==> config.mk <==
export PLATFORM = sky130hd
export DESIGN_NAME = reg_file
export DESIGN_NICKNAME = d
export VERILOG_FILES = /design/src/rtl/async_cpu_pkg.sv /design/src/rtl/reg_file.sv
export SDC_FILE = /design/constraint.sdc
export NUM_CORES = 1
export LEC_CHECK = 0
export ABC_AREA = 1
export BUFFER_PORTS_ARGS = -buffer_cell sky130_fd_sc_hd__buf_2
export CORE_UTILIZATION = 24
export DETAILED_ROUTE_END_ITERATION = 8
export GPL_TIMING_DRIVEN = 0
export SLEW_MARGIN = 20
export SYNTH_ARGS = -nofsm -noshare
export SYNTH_HDL_FRONTEND = slang
export SYNTH_SLANG_ARGS = --single-unit
==> constraint.sdc <==
create_clock -name clk -period 9.8 [get_ports clk]
set_input_delay 0.98 -clock clk [delete_from_list [all_inputs] [get_ports clk]]
set_output_delay 0.98 -clock clk [all_outputs]
set_load 0.01 [all_outputs]
==> src/rtl/async_cpu_pkg.sv <==
// Shared definitions for the async CPU slice.
// Holds the handshake FSM state types used by the register file and the
// default datapath widths shared by writeback, decode and the register file.
package async_cpu_pkg;

  // Default widths. Modules keep their own DATA_W/ADDR_W parameters and
  // take these values as their defaults.
  localparam int DEF_DATA_W = 16;
  localparam int DEF_ADDR_W = 4;

  // Write-port handshake: commit, pulse ack, then wait for the request to drop.
  typedef enum logic [1:0] {
    W_IDLE    = 2'd0,
    W_ACK     = 2'd1,
    W_RELEASE = 2'd2
  } wr_state_t;

  // Read-port 4-phase handshake.
  typedef enum logic {
    R_IDLE = 1'b0,
    R_ACK  = 1'b1
  } rd_state_t;

endpackage

==> src/rtl/reg_file.sv <==
// reg_file: architectural register file for the async CPU.
//
// Write port (responder side of the writeback handshake):
//   write_en, write_addr, write_data  in : request held until reg_ack is seen
//   reg_ack                           out: one-cycle commit acknowledge
// Read port (4-phase handshake with decode):
//   rd_req, rd_addr_a, rd_addr_b      in : request and operand addresses
//   rd_data_a, rd_data_b, rd_ack      out: captured operands, ack held until rd_req drops
// clk : single clock, rst : asynchronous active-high reset.
//
// A write committing on the same edge a read is captured is forwarded into
// the read data. With ZERO_REG != 0, R0 always reads 0 and writes to it are
// dropped (still acknowledged).
module reg_file
  import async_cpu_pkg::*;
#(
  parameter int DATA_W   = DEF_DATA_W,
  parameter int ADDR_W   = DEF_ADDR_W,
  parameter int ZERO_REG = 1
) (
  input  logic              clk,
  input  logic              rst,
  input  logic              write_en,
  input  logic [ADDR_W-1:0] write_addr,
  input  logic [DATA_W-1:0] write_data,
  output logic              reg_ack,
  input  logic              rd_req,
  input  logic [ADDR_W-1:0] rd_addr_a,
  input  logic [ADDR_W-1:0] rd_addr_b,
  output logic [DATA_W-1:0] rd_data_a,
  output logic [DATA_W-1:0] rd_data_b,
  output logic              rd_ack
);

  localparam int DEPTH = 2 ** ADDR_W;

  logic [DATA_W-1:0] regs [DEPTH];
  wr_state_t         wr_state_reg;
  rd_state_t         rd_state_reg;

  // A write is committed only from W_IDLE; this is the same condition used
  // for forwarding, so a forwarded value is always one that actually lands.
  logic wr_commit;
  assign wr_commit = (wr_state_reg == W_IDLE) && write_en;

  // Read value for one operand, including same-edge write forwarding.
  function automatic logic [DATA_W-1:0] rdval(input logic [ADDR_W-1:0] x);
    if ((ZERO_REG != 0) && (x == '0))
      return '0;
    else if (wr_commit && (write_addr == x))
      return write_data;
    else
      return regs[x];
  endfunction

  // Write FSM and storage. Storage is reset as a whole, so it lives in
  // flops rather than block RAM.
  always_ff @(posedge clk or posedge rst) begin
    if (rst) begin
      wr_state_reg <= W_IDLE;
      reg_ack      <= 1'b0;
      for (int i = 0; i < DEPTH; i++) begin
        regs[i] <= '0;
      end
    end else begin
      case (wr_state_reg)
        W_IDLE: begin
          if (write_en) begin
            if (!((ZERO_REG != 0) && (write_addr == '0))) begin
              regs[write_addr] <= write_data;
            end
            reg_ack      <= 1'b1;
            wr_state_reg <= W_ACK;
          end
        end
        W_ACK: begin
          // Writeback has not yet seen the ack, so write_en is still high
          // here; moving to W_RELEASE keeps it from being committed twice.
          reg_ack      <= 1'b0;
          wr_state_reg <= W_RELEASE;
        end
        W_RELEASE: begin
          if (!write_en) begin
            wr_state_reg <= W_IDLE;
          end
        end
        default: begin
          reg_ack      <= 1'b0;
          wr_state_reg <= W_IDLE;
        end
      endcase
    end
  end

  // Read FSM: capture once per rd_req rising phase, hold until it drops.
  always_ff @(posedge clk or posedge rst) begin
    if (rst) begin
      rd_state_reg <= R_IDLE;
      rd_ack       <= 1'b0;
      rd_data_a    <= '0;
      rd_data_b    <= '0;
    end else begin
      case (rd_state_reg)
        R_IDLE: begin
          if (rd_req) begin
            rd_data_a    <= rdval(rd_addr_a);
            rd_data_b    <= rdval(rd_addr_b);
            rd_ack       <= 1'b1;
            rd_state_reg <= R_ACK;
          end
        end
        R_ACK: begin
          if (!rd_req) begin
            rd_ack       <= 1'b0;
            rd_state_reg <= R_IDLE;
          end
        end
        default: begin
          rd_ack       <= 1'b0;
          rd_state_reg <= R_IDLE;
        end
      endcase
    end
  end

endmodule

==> qor.json, run 1 <==
{
  "timing.setup.tns_ns": 0,
  "post-cts-setup-buffer-count": 0,
  "post_synth_most_frequent_cells": "nand2_1, nand3_1, dfrtp_1",
  "dieHeight_um": 262,
  "finalWirelength_um": 67700,
  "crit_top_cell": "nand2_1",
  "hold_end": "regs[245]$_DFFE_PP0P_",
  "num_vias": 16500,
  "postSynthNetCount": 2415,
  "dpl.cell_count": 3317,
  "numPortBuffers": 60,
  "fillers": 7401,
  "detail-route-antenna-nets": 0,
  "yosys-top-cells-area": "dfrtp_1, nand2_1, nand3_1",
  "postPlaceCellArea_um2": 17700,
  "critical_path_buf_inv_count": 3,
  "core-area_um2": 67200,
  "cp_cell_sequence": "buf_2, buf_2, buf_1, nand3_1, nand3_1, nand2_1, nor2_1, nand2_1, nand2_1, nand2_1",
  "design.die.area_um2": 68800,
  "synth.cell_area_um2": 16300,
  "wl_per_cell_um": 20.1,
  "post_synth.cell_area_avg_um2": 6.83,
  "synth.distinct_cells": 22,
  "max_slew.worst_pin.slew_ns": 1.21,
  "total_number_of_yosys_warnings": 0,
  "antenna_found_initial": 6,
  "regArea_um2": 7330,
  "grt_pass1_wl_um": 101000,
  "r2r_cells": 9,
  "largest_register_ff_count": 256,
  "post_route_cells_drive_above_1_share_pct": 7.68,
  "family_with_the_most_delay_on_the_worst_path": "buffers and inverters",
  "design.final.nets": 2513,
  "power.static_leakage_nw": 9.51,
  "fin_hold_viols": 0,
  "cp-start-kind": "input port",
  "ioPinCount": 66,
  "rrSetupSlack_ns": 7.81,
  "grt_pass1_vias": 15600,
  "final_critical_path_setup_slack_ns": 7.25,
  "clock_latency_ns": 0.55,
  "synth_cells": 2382,
  "grt_util_all_layers_pct": 19.5,
  "worst_skew_ns": 0.0159,
  "post_cts_resize_count": 0,
  "yosys.area.top_type": "dfrtp_1",
  "end_kind": "flip-flop",
  "post-place-ws_ns": 6.82,
  "layout.cells.non_filler": 3374,
  "power.density_cell_area_nw_per_um2": 244,
  "holdPathStages": 1,
  "place_congestion": 1.03,
  "leading_cell_type_by_number_of_instances_after_synthesis": "nand2_1",
  "first_pass_iters": 6,
  "synth-seq-cells": 293,
  "report.final.slew_viol_count": 0,
  "row_count": 95,
  "clkTransAtPathRegs_ns": 0.06,
  "r2r-end": "regs[200]$_DFFE_PP0P_",
  "synth_async_sr_flop_share_pct": 100,
  "report.final.setup_viol": 0,
  "die_x_um": 262,
  "post-route-util_pct": 28.0,
  "initial_core_util_pct": 24.2,
  "maxSlewHeadroom_pct": 19.6,
  "synth_enable_flop_cells": 0,
  "top_regs": "regs (256), rd_data_a (16), rd_data_b (16)",
  "timing.critical_path.fanout_max": 10,
  "overflow": 0,
  "final_area_um2": 18800,
  "cts.root.buffer_cell": "clkbuf_16",
  "cts_tree": "done",
  "cts_num_sinks": 293,
  "hold_buffer_count_at_cts": 0,
  "synth-seq-area-share_pct": 45.1,
  "cpMaxStageDelayCell": "buf_1",
  "prevailing_post_synth_register_cell": "dfrtp_1",
  "worstReg2RegStart": "wr_state_reg[0]$_DFFE_PP0P_",
  "holdCritPathClass": "flip-flop to flip-flop",
  "drtIter0Drc": 2203,
  "cts_inserted_buffers": 34,
  "cap_violations": 0,
  "maxClockFrequency_mhz": 392,
  "synthDominantCellAreaShare_pct": 45.1,
  "multi_input_area_um2": 7340,
  "area.growth.synth_to_final_pct": 15.6,
  "detail_route.drc_violations": 0,
  "min-delay-start": "regs[245]$_DFFE_PP0P_",
  "finalCriticalPeriod_ns": 2.55,
  "clock_path_buffers": 3,
  "status": "finished, final reports clean",
  "critPathRequiredTime_ns": 10.24,
  "startpoint": "rd_addr_b[1]",
  "detailed_placer_s_ending_hpwl_um": 50100,
  "grt_start_max_net_pins": 101,
  "critical-path-max-stage-delay_ns": 0.56,
  "critPathKind": "input port to flip-flop",
  "vdd.ir_drop.worst_mv": 0.0970,
  "rsz0062_at_grt": "no",
  "timing.final.crit_share_pct": 26.1,
  "max_flop_register": "regs",
  "worst_ep_arrival_time_ns": 2.99,
  "clock_tree.htree_level_count": 2,
  "viasPerCell": 4.90
}
stage by stage:
stage          total power [mW]  hold slack, ns
2_1_floorplan              2.81           0.429
3_3_place_gp               3.27           0.442
3_5_place_dp               3.30           0.447
4_1_cts                    4.58           0.461
5_1_grt                    4.90           0.478
6_report                   4.59           0.457
cell families (layout without fill, tap and decap cells):
kind of cell	count (synthesis)	in the layout	synth area share (%)
other	0	1	0
DFF	293	293	45.1
xor gates and xnor gates	4	4	0.215
AOI/OAI and AO/OA	306	306	9.91
adders and majority gates	1	1	0.0769
and+or+nand+nor	1383	1383	35.0
buffers and inverters	395	513	9.77
where the power goes:
| part | internal, mW | switching [mW] |
|---|---|---|
| clock | 0.741 | 0.531 |
| combinational | 0.457 | 0.888 |
| sequential | 1.66 | 0.318 |
worst register-to-register path, cell delays in order, from the launching register on:
cell      delay, ns
dfrtp_1        0.37
inv_2          0.07
nand2_1        0.06
nor2_2         0.12
inv_1          0.13
nor3_2         0.21
nand2_1        0.25
clkbuf_1       0.38
nand2_1        0.14
o21ai_0        0.09
cell type report:
class / instances / area share, %
Antenna cell: 1 / 0.0133
Buffer: 188 / 4.33
Clock buffer: 48 / 5.36
Clock inverter: 8 / 0.393
Inverter: 207 / 4.17
Multi-Input combinational cell: 1694 / 39.1
Sequential cell: 293 / 39.0
Tap cell: 873 / 5.81
Timing Repair Buffer: 62 / 1.89
cells in the final DEF (no fill, tap or decap), drive strengths merged:
cell type / count
nand2: 970
nand3: 366
dfrtp: 293
o21ai: 242
inv: 205
buf: 149
clkbuf: 149
nor2: 45
o211ai: 32
a21oi: 32
clkinv: 7
xnor2: 4
clkinvlp: 2
nor3: 2
diode: 1
ha: 1
bufinv: 1
per-layer routing:
layer / part of all wire (%) / vias up / GRT usage [%]
li1: - / 7727 / -
met1: 45 / 7883 / 27.4
met2: 42 / 759 / 28.7
met3: 8.4 / 149 / 3.66
met4: 4.9 / 10 / 9.01
met5: 0.069 / - / 0
how the worst max path moves through the flow:
stage                               endpoint  slack, ns  depth (start not counted)
finish              rd_data_b[4]$_DFFE_PP0P_       7.25                         10
global route        rd_data_a[5]$_DFFE_PP0P_       7.25                         11
CTS                 rd_data_a[4]$_DFFE_PP0P_       7.40                         11
detailed placement  rd_data_a[4]$_DFFE_PP0P_       6.82                         11
global placement        regs[56]$_DFFE_PP0P_      -3.03                          2
floorplan                 rd_ack$_DFFE_PP0P_       0.73                          1
Note: power is estimated with default switching activity, not from simulation.
==> run 2, diff against run 1 <==
clock period = 2.1 ns   (was 9.8 ns; I/O delays follow)
==> run 2 against run 1 <==
Die area is the same. Sequential cell count is the same. Clock power grew to 5.0 times the previous value. Sequential power grew to 4.7 times the previous value. Design area grew 1.4%. Total power grew to 4.8 times the previous value. Register-to-register slack lost 7.7 ns.
==> qor.json, run 2 (same netlist as run 1, synthesis figures left out) <==
{
  "status": "finished, final reports clean",
  "cts_num_sinks": 293,
  "holdCritPathClass": "input port to flip-flop",
  "power.static_leakage_nw": 9.63,
  "cts_inserted_buffers": 34,
  "clock_tree.htree_level_count": 2,
  "grt_start_max_net_pins": 34,
  "detailed_placer_s_ending_hpwl_um": 49600,
  "layout.cells.non_filler": 3389,
  "max_flop_register": "regs",
  "power.density_cell_area_nw_per_um2": 1150,
  "detail-route-antenna-nets": 0,
  "largest_register_ff_count": 256,
  "ioPinCount": 66,
  "worst_ep_arrival_time_ns": 2.39,
  "detail_route.drc_violations": 0,
  "comb_power_share_pct": 28.9,
  "clock_path_buffers": 3,
  "timing.critical_path.fanout_max": 10,
  "n_antenna_cell": 0,
  "postPlaceCellArea_um2": 17900,
  "critPathRequiredTime_ns": 2.48,
  "share_clk_of_total_power_pct": 28.9,
  "area.growth.synth_to_final_pct": 17.3,
  "overflow": 0,
  "rsz0062_at_grt": "no",
  "grt_pass1_vias": 15600,
  "dieHeight_um": 262,
  "post_route_cells_drive_above_1_share_pct": 8.11,
  "antenna_found_initial": 6,
  "net-switching-power_mw": 8.14,
  "timing.setup.tns_ns": 0,
  "switching_share_of_power_pct": 37.3,
  "report.final.slew_viol_count": 0,
  "cts_tree": "done",
  "place_congestion": 1.07,
  "timing.hold.ws_ns": 0.160,
  "cts.root.buffer_cell": "clkbuf_16",
  "dpl.cell_count": 3325,
  "numPortBuffers": 60,
  "layout_commonest_cell": "nand2_1",
  "post-cts-setup-buffer-count": 0,
  "timing.final.crit_share_pct": 95.8,
  "finalWirelength_um": 66600,
  "max_slew.worst_pin.slew_ns": 1.16,
  "wl_per_cell_um": 19.7,
  "clock_latency_ns": 0.55,
  "grt_pass1_wl_um": 98700,
  "clkTransAtPathRegs_ns": 0.06,
  "die_x_um": 262,
  "core-area_um2": 67200,
  "end_kind": "flip-flop",
  "rrSetupSlack_ns": 0.09,
  "post-route-util_pct": 28.4,
  "report.final.setup_viol": 0,
  "fin_hold_viols": 0,
  "top_regs": "regs (256), rd_data_a (16), rd_data_b (16)",
  "internal_power_mw": 13.7,
  "row_count": 95,
  "critPathKind": "flip-flop to flip-flop",
  "mostFrequentLayoutCells": "nand2_1, nand3_1, dfrtp_1",
  "maxClockFrequency_mhz": 497,
  "maxSlewHeadroom_pct": 23.0,
  "first_pass_iters": 6,
  "design.final.nets": 2524,
  "design.die.area_um2": 68800,
  "final_area_um2": 19100,
  "num_vias": 16800,
  "grt_util_all_layers_pct": 19.0,
  "vdd.ir_drop.worst_mv": 0.348,
  "worst_skew_ns": 0.0154,
  "cap_violations": 0,
  "finalCriticalPeriod_ns": 2.01,
  "initial_core_util_pct": 24.2,
  "sequentialPowerShare_pct": 42.2,
  "viasPerCell": 4.96,
  "drtIter0Drc": 2222,
  "cp-start-kind": "flip-flop"
}
[run 2: cell types whose count changed in the layout (fill, tap and decap cells not counted)]
cell           previous run  this run
buf_12                    0         9
dlygate4sd3_1             0         3
bufinv_16                 1         3
clkbuf_8                  4         6
buf_16                    2         1
clkbuf_1                106       107
clkbuf_2                  2         1
clkinv_2                  4         5
clkinvlp_4                2         3
diode_2                   1         0
inv_8                     1         0
[run 2: critical path, cell delays in order (launching register included)]
cell and delay [ns]:
dfrtp_1 0.38, inv_2 0.08, nand2_1 0.06, nor2_2 0.12, inv_1 0.14, nor3_2 0.25, nand2_1 0.26, clkbuf_1 0.36
nand2_1 0.12, o21ai_0 0.09
[run 2: path summary, 6_finish.rpt]
path | startpoint | to | cells after the start
min in group asynchronous | rst | reg_ack$_DFFE_PP0P_ | 3
worst min register to register | regs[244]$_DFFE_PP0P_ | regs[244]$_DFFE_PP0P_ | 1
max in group asynchronous | rst | regs[55]$_DFFE_PP0P_ | 6
worst max register to register | wr_state_reg[0]$_DFFE_PP0P_ | regs[194]$_DFFE_PP0P_ | 9
worst min-delay path | write_data[12] | regs[204]$_DFFE_PP0P_ | 3
worst max-delay path | wr_state_reg[0]$_DFFE_PP0P_ | regs[194]$_DFFE_PP0P_ | 9
[run 2: stage by stage]
stage | worst slack [ns] | power [mW]
2_1_floorplan | -2.00 | 13.1
3_3_place_gp | -3.92 | 15.2
4_1_cts | 0.110 | 21.7
3_5_place_dp | -0.130 | 15.4
5_1_grt | 0.0193 | 23.2
6_report | 0.0887 | 21.8
[run 2: what timing repair did]
item	in CTS	in global routing
endpoints found under the setup margin	0	4
endpoints found under the hold margin	24	0
resized for setup	0	2
hold buffers	3	0
[run 2: layout make-up]
class                           count  area (µm²)
Fill cell                        7387       48100
Multi-Input combinational cell   1694        7340
Sequential cell                   293        7330
Tap cell                          873        1090
Clock buffer                       50        1030
Buffer                            188         813
Inverter                          207         781
Timing Repair Buffer               73         538
Clock inverter                     11         139
[run 2: power by group through the flow]
stage                     registers [mW]  logic [mW]  clock network (mW)
after floorplan                     8.84        4.30                   0
after global placement              9.16        6.01                   0
after detailed placement            9.18        6.17                   0
after CTS                           9.14        6.19                6.42
after global routing                9.43        7.16                6.63
final                               9.21        6.32                6.32
[run 2: routing by layer]
metal / GRT usage [%] / up-vias / part of all wire (%)
li1: - / 7748 / -
met1: 25.8 / 7987 / 43
met2: 27.7 / 881 / 42
met3: 5.13 / 165 / 10
met4: 9.06 / 12 / 4.7
met5: 0.624 / - / 0.19
==> run 3, diff against run 2 <==
CORE_MARGIN = 2   (was unset)
==> run 3 against run 2 <==
Design area shrank 0.71%. Critical endpoint unchanged. Critical path depth stayed put. Critical path type unchanged. Largest power group unchanged. Clock-buffer cell count fell by 8. Die area is 1.5% higher.
==> qor.json, run 3 (same netlist as run 1, synthesis figures left out) <==
{
  "clock_latency_ns": 0.60,
  "report.final.slew_viol_count": 0,
  "largest_register_ff_count": 256,
  "ioPinCount": 66,
  "num_vias": 16700,
  "cp-start-kind": "flip-flop",
  "post-route-util_pct": 28.2,
  "internal_power_mw": 13.2,
  "finalCriticalPeriod_ns": 1.92,
  "sequentialPowerShare_pct": 43.3,
  "maxClockFrequency_mhz": 521,
  "clock_path_buffers": 3,
  "detail-route-antenna-nets": 0,
  "post_route_cells_drive_above_1_share_pct": 8.01,
  "post-cts-setup-buffer-count": 0,
  "cts_tree": "done",
  "rsz0062_at_grt": "no",
  "grt_util_all_layers_pct": 19.1,
  "detailed_placer_s_ending_hpwl_um": 50800,
  "holdCritPathClass": "input port to flip-flop",
  "clkTransAtPathRegs_ns": 0.07,
  "share_clk_of_total_power_pct": 27.0,
  "critPathRequiredTime_ns": 2.54,
  "mostFrequentLayoutCells": "nand2_1, nand3_1, dfrtp_1",
  "timing.final.crit_share_pct": 91.4,
  "fin_hold_viols": 0,
  "report.final.setup_viol": 0,
  "overflow": 0,
  "vdd.ir_drop.worst_mv": 0.582,
  "design.die.area_um2": 69900,
  "antenna_found_initial": 6,
  "die_x_um": 264,
  "post-place-ws_ns": -0.0914,
  "net-switching-power_mw": 8.11,
  "place_congestion": 0.989,
  "max_flop_register": "regs",
  "end_kind": "flip-flop",
  "worst_skew_ns": 0.0153,
  "detail_route.drc_violations": 0,
  "area.growth.synth_to_final_pct": 16.4,
  "drtIter0Drc": 1994,
  "timing.critical_path.fanout_max": 10,
  "top_regs": "regs (256), rd_data_a (16), rd_data_b (16)",
  "cap_violations": 0,
  "viasPerCell": 4.95,
  "power.density_cell_area_nw_per_um2": 1130,
  "max_slew.worst_pin.slew_ns": 1.13,
  "final_critical_path_setup_slack_ns": 0.180,
  "finalWirelength_um": 67800,
  "initial_core_util_pct": 24.2,
  "maxSlewHeadroom_pct": 24.6,
  "worst_ep_arrival_time_ns": 2.36,
  "grt_pass1_vias": 15600,
  "wl_per_cell_um": 20.0,
  "status": "finished, final reports clean",
  "clock_tree.htree_level_count": 1,
  "grt_pass1_wl_um": 100000,
  "cts.root.buffer_cell": "clkbuf_16",
  "design.final.nets": 2521,
  "n_antenna_cell": 0,
  "layout_commonest_cell": "nand2_1",
  "power.static_leakage_nw": 9.57,
  "critPathKind": "flip-flop to flip-flop",
  "cts_num_sinks": 293,
  "dieHeight_um": 264,
  "numPortBuffers": 60,
  "row_count": 95,
  "comb_power_share_pct": 29.7,
  "switching_share_of_power_pct": 38.0,
  "cts_inserted_buffers": 31,
  "grt_start_max_net_pins": 35,
  "core-area_um2": 67200,
  "first_pass_iters": 6
}
## run 3: cell types whose count changed in the layout (fill, tap and decap cells not counted), sizes merged
cell,before,now
clkinvlp,3,1
inv,204,205
clkinv,8,10
clkbuf,151,143
## run 3: metrics by stage
stage	hold WS, ns	power, mW	instances	TNS, ns	instance area (µm²)
2_1_floorplan	0.241	13.1	2382	-585.75	16300
3_3_place_gp	0.347	15.2	3315	-1147.97	17700
3_5_place_dp	0.292	15.4	3325	-0.722	17900
4_1_cts	0.0624	21.2	3382	0	18900
5_1_grt	0.0965	22.7	3382	0	18900
6_report	0.0987	21.3	3382	0	18900
## run 3: final cells by class
type	count	area, µm²
clock inverter	12	150
inverter	207	781
buffer	188	815
clock buffer	42	887
tap	873	1090
timing repair buffer	73	538
fill	7427	48200
multi-input combinational	1694	7340
sequential	293	7330
## run 3: critical path, stage by stage (launching register included)
cell and delay, ns:
dfrtp_1 0.38, inv_2 0.07, nand2_1 0.06, nor2_2 0.11, inv_1 0.12, nor3_2 0.22, nand2_1 0.24, clkbuf_1 0.35
nand2_1 0.14, o21ai_0 0.08
## run 3: path summary, 6_finish.rpt
path	from	endpoint	slack, ns	cells after the start
max	wr_state_reg[0]$_DFFE_PP0P_	regs[194]$_DFFE_PP0P_	0.18	9
min	write_addr[1]	regs[13]$_DFFE_PP0P_	0.1	4
max reg2reg	wr_state_reg[0]$_DFFE_PP0P_	regs[194]$_DFFE_PP0P_	0.18	9
min reg2reg	regs[244]$_DFFE_PP0P_	regs[244]$_DFFE_PP0P_	0.46	1
max in group asynchronous	rst	regs[16]$_DFFE_PP0P_	0.83	6
min in group asynchronous	rst	regs[113]$_DFFE_PP0P_	0.25	3
## run 3: repair_timing
action                                  4_1_cts  5_1_grt
hold endpoints to repair                     18        0
endpoints found under the setup margin        0        2
gates resized for setup                       0        2
hold buffers                                  3        0
## run 3: power groups by stage
stage	combinational [mW]	clock (mW)	sequential (mW)
global placement	6.06	0	9.18
CTS	6.23	5.81	9.17
floorplan	4.30	0	8.84
finish	6.33	5.75	9.24
detailed placement	6.22	0	9.21
global route	7.21	6.02	9.46
## run 3: metal layers
metal	vias up	part of all wire, %	global-route usage, %
li1	7733	-	-
met1	7954	43	26.3
met2	871	43	29.2
met3	159	9.1	3.57
met4	10	4.8	8.22
met5	-	0.078	0
